<file path="src/rtl/mux_sel_arbiter.sv">
// mux_sel_arbiter
// Two-requester round-robin arbiter driving the select line of a 2:1 mux.
// One source is granted at a time. While the other source is waiting, a
// grant lasts at most BURST_MAX cycles. The select line only moves when the
// grant passes to the other source, so the mux output never glitches.
// Every output comes straight from a flop.
//
// Ports:
//   clk        - single clock, rising edge
//   rst_n      - synchronous active-low reset
//   req_a      - request from source A (mux in_A)
//   req_b      - request from source B (mux in_B)
//   selector   - mux select, 0 = in_A, 1 = in_B; holds its value while idle
//   gnt_a      - grant to A
//   gnt_b      - grant to B
//   busy       - gnt_a | gnt_b
//   burst_cnt  - cycles the current grant has been held (1-based), 0 when idle
//   state_dbg  - current FSM state (0 IDLE, 1 GNT_A, 2 GNT_B), for checkers
//
// Handshake: req_x is a level request that the requester holds for as long as
// it wants the mux. gnt_x rises one edge after req_x is sampled high, once
// the arbiter chooses x. The requester owns the mux on every cycle that gnt_x
// is high. Dropping req_x releases the mux on the next edge. A grant can also
// be withdrawn while req_x is still high when the burst limit forces a switch.
module mux_sel_arbiter #(
  parameter int unsigned BURST_MAX = 4
) (
  input  logic       clk,
  input  logic       rst_n,
  input  logic       req_a,
  input  logic       req_b,
  output logic       selector,
  output logic       gnt_a,
  output logic       gnt_b,
  output logic       busy,
  output logic [7:0] burst_cnt,
  output logic [1:0] state_dbg
);

  typedef enum logic [1:0] {
    IDLE  = 2'd0,
    GNT_A = 2'd1,
    GNT_B = 2'd2
  } state_t;

  localparam logic [7:0] BMAX = 8'(BURST_MAX);

  state_t     state;
  state_t     state_nxt;
  logic       last;       // 0 = A granted most recently, 1 = B
  logic       last_nxt;
  logic       sel_nxt;
  logic [7:0] cnt_nxt;

  assign state_dbg = state;

  always_comb begin
    state_nxt = state;
    last_nxt  = last;
    sel_nxt   = selector;
    cnt_nxt   = burst_cnt;

    case (state)
      IDLE: begin
        // On a tie, the source that was not granted most recently wins.
        if (req_a && req_b)  state_nxt = last ? GNT_A : GNT_B;
        else if (req_a)      state_nxt = GNT_A;
        else if (req_b)      state_nxt = GNT_B;
      end
      GNT_A: begin
        if (!req_a)                          state_nxt = req_b ? GNT_B : IDLE;
        else if (req_b && burst_cnt == BMAX) state_nxt = GNT_B;
      end
      GNT_B: begin
        if (!req_b)                          state_nxt = req_a ? GNT_A : IDLE;
        else if (req_a && burst_cnt == BMAX) state_nxt = GNT_A;
      end
      default: state_nxt = IDLE;
    endcase

    // The counter, select line and last-owner bit depend only on whether the
    // grant is dropped, kept, or newly given to a source.
    if (state_nxt == IDLE) begin
      cnt_nxt = 8'd0;
    end else if (state_nxt == state) begin
      // When saturated, the owner keeps the grant until the other side asks.
      cnt_nxt = (burst_cnt == BMAX) ? burst_cnt : burst_cnt + 8'd1;
    end else begin
      cnt_nxt  = 8'd1;
      last_nxt = (state_nxt == GNT_B);
      sel_nxt  = (state_nxt == GNT_B);
    end
  end

  always_ff @(posedge clk) begin
    if (!rst_n) begin
      state     <= IDLE;
      last      <= 1'b1;   // B counts as last, so A wins the first tie
      selector  <= 1'b0;
      gnt_a     <= 1'b0;
      gnt_b     <= 1'b0;
      busy      <= 1'b0;
      burst_cnt <= 8'd0;
    end else begin
      state     <= state_nxt;
      last      <= last_nxt;
      selector  <= sel_nxt;
      gnt_a     <= (state_nxt == GNT_A);
      gnt_b     <= (state_nxt == GNT_B);
      busy      <= (state_nxt != IDLE);
      burst_cnt <= cnt_nxt;
    end
  end

endmodule

</file>
<file path="config.mk">
export PLATFORM = sky130hd
export DESIGN_NAME = mux_sel_arbiter
export DESIGN_NICKNAME = d
export VERILOG_FILES = /design/src/rtl/mux_sel_arbiter.sv
export SDC_FILE = /design/constraint.sdc
export NUM_CORES = 1
export LEC_CHECK = 0
export ABC_AREA = 1
export CAP_MARGIN = 20
export CORE_MARGIN = 4
export CORE_UTILIZATION = 47
export DETAILED_ROUTE_END_ITERATION = 12
export PLACE_DENSITY = 0.82
export SKIP_CTS_REPAIR_TIMING = 1
export SYNTH_ARGS = -nofsm -noshare
export SYNTH_HDL_FRONTEND = slang
export SYNTH_SLANG_ARGS = --single-unit
</file>
<file path="constraint.sdc">
create_clock -name clk -period 1.8 [get_ports clk]
set_clock_uncertainty 0.1 [all_clocks]
set_input_delay 0.27 -clock clk [delete_from_list [all_inputs] [get_ports clk]]
set_output_delay 0.27 -clock clk [all_outputs]
set_load 0.1 [all_outputs]
</file>
==> results of run 1 <==
[metal layers]
metal  up-vias  wire (um)  global-route usage, %
met3         4         75                   2.14
met4         0         19                   8.07
met1       335        719                   16.1
met5         -          0                      0
li1        380          -                      -
met2        18       1020                   28.0
[through the flow]
stage	hold slack, ps	setup TNS [ps]
floorplan	254	0
global placement	378	-231
detailed placement	376	-641
CTS	393	0
global route	441	-20.2
finish	394	0
[power groups by stage]
stage | clock network [mW] | logic (mW) | registers [mW]
after floorplan | 0 | 0.149 | 0.617
after global placement | 0 | 0.524 | 0.421
after detailed placement | 0 | 0.533 | 0.423
after CTS | 0.195 | 0.535 | 0.416
after global routing | 0.204 | 0.629 | 0.413
final | 0.190 | 0.595 | 0.410
[Yosys cell counts, drive strengths merged]
library cell	number	area (um^2)
inv	16	60.1
nor3	1	5.00
ha	2	25.0
nand2	27	129
o21ai	1	5.00
a21oi	1	8.76
xnor2	2	17.5
dfxtp	15	300
clkinv	1	3.75
nor2	22	108
xor2	3	26.3
o211ai	1	7.51
nand3	12	87.6
[sequential cells by signal (all words and copies together) (netlist names)]
name / count
state_dbg: 2
busy: 1
gnt_b: 1
selector: 1
last: 1
gnt_a: 1
burst_cnt: 8
[area by class of cell]
type / count / area (um^2) / share of cell area, %
multi-input combinational: 72 / 434 / 34.4
timing repair buffer: 28 / 393 / 31.2
sequential: 15 / 323 / 25.6
inverter: 17 / 63.8 / 5.06
clock buffer: 3 / 22.5 / 1.79
tap: 16 / 20.0 / 1.59
clock inverter: 1 / 5.00 / 0.397
[kinds of logic (layout without fill, tap and decap cells)]
group / after synthesis / in the layout / share of synthesized area [%]
buf+inv: 17 / 49 / 8.15
xor+xnor: 5 / 5 / 5.59
flops: 15 / 15 / 38.3
compound gates: 3 / 3 / 2.72
fa+ha+maj: 2 / 2 / 3.19
simple gates: 62 / 62 / 42.0
[worst paths after layout]
kind                 from           end  slack [ps]  cells after the start
max          burst_cnt[1]  burst_cnt[1]         130                     12
min                  last          last         390                      2
max reg2reg  burst_cnt[1]  burst_cnt[1]         130                     12
min reg2reg          last          last         390                      2
[worst reg2reg max path: cells and delay by family, from the launching register on]
kind	cells	cell delay, ps
buffers and inverters	1	80
DFF	1	360
and+or+nand+nor	10	930
adders and majority gates	1	130
==> flow_summary.json, run 1 <==
{
  "outcome": "completed",
  "rows": 14,
  "synth_area_um2": 783,
  "fin_crit_sh_pct": 92.5,
  "clkSinkCount": 15,
  "clkPwrFrac_pct": 15.9,
  "grt_antenna_before_repair": 0,
  "drv_slew": 0,
  "synth_seq_area_share_pct": 38.3,
  "crit_family": "simple AND/OR/NAND/NOR gates",
  "fmax_ghz": 0.601,
  "path_buf_inv": 1,
  "critPathSlowestCell": "dfxtp_4",
  "vias": 737,
  "grt_max_degree": 10,
  "fp.dieH_um": 48.8,
  "p_sw_mw": 0.519,
  "most-common-layout-cells": "nand2_1, inv_1, buf_12",
  "grt_usage_pct": 15.1,
  "drtAntennaViolNets": 0,
  "maxCapViolCount": 0,
  "hpwl_um": 1400,
  "cts_tree": "done",
  "yosys_register_bits": 15,
  "clockRootBuffer": "clkbuf_4",
  "syn-num-nets": 110,
  "setup_slack_ps": 135,
  "power_leakage_nw": 0.585,
  "post-route-drc-count": 0,
  "synth_cell_types": 19,
  "drt_iter0_drc": 21,
  "fin_area_um2": 1260,
  "nets": 143,
  "wl_um": 1830,
  "worstPathRequired_ps": 1920,
  "power_mw": 1.19,
  "cp_common_cell": "nand2_2",
  "yosys_warnings": 0,
  "placed_area_um2": 1160,
  "max_slew_margin_pct": 80.0,
  "grt_pass1_wl_um": 2950,
  "hold_class": "flop to flop",
  "critPathKind": "flop to flop",
  "max_stage_delay_ps": 360,
  "die_w_um": 48.8,
  "htree_levels": 1,
  "io_buffer_count": 17,
  "drive_gt1_share_pct": 46.3,
  "first_pass_iters": 4,
  "crit_arrival_ps": 1780,
  "placedCellCount": 140,
  "finalSetupViolCount": 0,
  "dieArea_um2": 2380,
  "dp_slack_ps": -86.0,
  "cts_made_buffers": 3,
  "ctsLongestPathBuffers": 2,
  "cp_cell_sequence": "inv_2, ha_4, nand3_2, nor2_4, nand2_2, nand2_2, nand2_2, nand3_2, nand2_4, nand2_4, nand3_4, nor2_2",
  "syn_inst": 104,
  "end_kind": "flop",
  "vias_per_cell": 4.85,
  "fillers": 84,
  "p_comb_share_pct": 49.8,
  "gp_congestion": 0.919,
  "n_antenna_cell": 0,
  "p_sw_share_pct": 43.5,
  "initial_core_util_pct": 50.8,
  "final_util_pct": 81.8,
  "first_global_vias": 710,
  "startpoint_type": "flop",
  "ios": 18,
  "p_per_area_nw_per_um2": 947,
  "syn_to_final_growth_pct": 61.0,
  "path_clk_slew_ps": 90,
  "mostFrequentLayoutCell": "nand2_1",
  "peakVddDrop_v": 0.000712,
  "stdcell_count": 152,
  "critPathMaxFanout": 7,
  "internal_power_mw": 0.675,
  "synth.avg_cell_area_um2": 7.53,
  "power.share.sequential_pct": 34.3,
  "grt_overflow": 0,
  "insertion_delay_ps": 280,
  "coreArea_um2": 1540,
  "final_hold_viol_count": 0,
  "drt-wirelength-per-cell_um": 12.0,
  "worstMarginPinSlew_ps": 299,
  "fin_crit_ps": 1670
}
No activity file was read; power rests on OpenSTA's default activity.
==> inputs of run 2 (changes only) <==
- GPL_TIMING_DRIVEN: default -> 0
- TNS_END_PERCENT: default -> 10
==> run 2 against run 1 <==
Effect of this change: the run now ends with setup timing left; clock power increased by 4%; non-clock buffer count decreased by 11; design area decreased by 20%; via count decreased by 8.0%; first-iteration DRC count decreased by 43%; global-route usage decreased by 1.2 points; maximum frequency decreased by 7.6%; power decreased by 13%; register-to-register slack got worse by 70 ps; final cell count decreased by 7.2%; largest power group unchanged.
==> flow_summary.json, run 2 (synthesized netlist as in run 1, its figures left out) <==
{
  "failed_checks": "setup timing",
  "p_per_area_nw_per_um2": 1040,
  "peakVddDrop_v": 0.000778,
  "drt-wirelength-per-cell_um": 10.8,
  "final_util_pct": 65.1,
  "largest-register": "burst_cnt",
  "maxCapViolCount": 0,
  "crit_arrival_ps": 1430,
  "timing.rr.end": "burst_cnt[7]",
  "crit_family": "buffers and inverters",
  "critPathKind": "flop to output pin",
  "fin_crit_ps": 1800,
  "most-common-layout-cells": "nand2_1, inv_1, nor2_1",
  "insertion_delay_ps": 290,
  "first_global_vias": 626,
  "critPathSlowestCell": "dlymetal6s2s_1",
  "drv_slew": 0,
  "startpoint_type": "flop",
  "crit_end": "state_dbg[0]",
  "nets": 132,
  "holdCritStartpoint": "last",
  "grt_usage_pct": 14.0,
  "vias": 678,
  "clockRootBuffer": "clkbuf_4",
  "fin_crit_sh_pct": 100,
  "fmax_ghz": 0.555,
  "power_leakage_nw": 0.561,
  "grt_max_degree": 10,
  "path_buf_inv": 1,
  "timing.setup.tns_ps": -1.74,
  "wl_um": 1530,
  "critPathMaxFanout": 5,
  "cts_tree": "done",
  "worstMarginPinSlew_ps": 984,
  "drtAntennaViolNets": 0,
  "cp_cell_sequence": "dlymetal6s2s_1",
  "hold_class": "flop to flop",
  "fp.dieH_um": 48.8,
  "setup_slack_ps": -1.74,
  "coreArea_um2": 1540,
  "max_stage_delay_ps": 770,
  "gp_congestion": 0.831,
  "placedCellCount": 137,
  "initial_core_util_pct": 50.8,
  "ios": 18,
  "worstHoldPathCells": 2,
  "path_clk_slew_ps": 90,
  "rows": 14,
  "path_depth": 1,
  "startpoint": "state_dbg[0]",
  "final_hold_viol_count": 0,
  "mostFrequentLayoutCell": "nand2_1",
  "dp_slack_ps": -124,
  "ctsLongestPathBuffers": 2,
  "clkSinkCount": 15,
  "drt_iter0_drc": 12,
  "finalSetupViolCount": 1,
  "end_kind": "output pin",
  "regToRegSetupSlack_ps": 60,
  "reg2reg_depth": 12,
  "post-route-drc-count": 0,
  "die_w_um": 48.8,
  "fillers": 137,
  "hpwl_um": 1170,
  "rsz0062_at_grt": "true",
  "largest_reg_flops": 8,
  "cts_made_buffers": 3,
  "vias_per_cell": 4.81,
  "n_antenna_cell": 0,
  "dieArea_um2": 2380,
  "htree_levels": 1,
  "syn_to_final_growth_pct": 28.1,
  "worstPathRequired_ps": 1430,
  "grt_antenna_before_repair": 0,
  "r2r_start": "burst_cnt[0]",
  "io_buffer_count": 17,
  "max_slew_margin_pct": 34.3,
  "outcome": "finished with violations",
  "stdcell_count": 141,
  "drive_gt1_share_pct": 33.6,
  "grt_pass1_wl_um": 2640,
  "first_pass_iters": 4,
  "grt_overflow": 0
}
==> run 2: changes by cell type in the layout (fill, tap and decap cells not counted), sizes merged <==
cell / previous run / this run
buf: 25 / 0
clkbuf: 3 / 11
dlymetal6s2s: 0 / 6
==> run 2: where the power goes <==
part	switching, mW	total [mW]	internal, mW
clock network	0.115	0.197	0.0826
logic	0.342	0.446	0.104
registers	0.0293	0.397	0.368
==> run 2: how the worst min path moves through the flow <==
| stage | end | slack [ps] |
|---|---|---|
| 6_report | last | 390 |
| 5_1_grt | last | 420 |
| 4_1_cts | last | 400 |
| 3_5_place_dp | last | 380 |
| 3_3_place_gp | last | 370 |
| 2_1_floorplan | last | 250 |
==> run 2: stage by stage <==
stage / cell area [um^2] / hold WS (ps) / power (mW)
floorplan: 806 / 254 / 0.765
global placement: 996 / 375 / 0.855
detailed placement: 996 / 382 / 0.863
CTS: 1020 / 400 / 1.06
global route: 1000 / 425 / 1.10
finish: 1000 / 394 / 1.04
==> run 2: metal layers <==
metal	routed length, um	GRT usage [%]	up-vias
li1	-	-	360
met1	631	14.6	296
met2	791	25.2	18
met3	83	4.59	4
met4	20	5.83	0
met5	0	0	-
==> run 2: layout make-up <==
class / instances / area (um^2) / share of cell area [%]
Timing Repair Buffer: 17 / 145 / 14.5
Sequential cell: 15 / 323 / 32.2
Inverter: 17 / 63.8 / 6.36
Clock inverter: 1 / 5.00 / 0.499
Multi-Input combinational cell: 72 / 424 / 42.3
Tap cell: 16 / 20.0 / 2.00
Clock buffer: 3 / 22.5 / 2.24
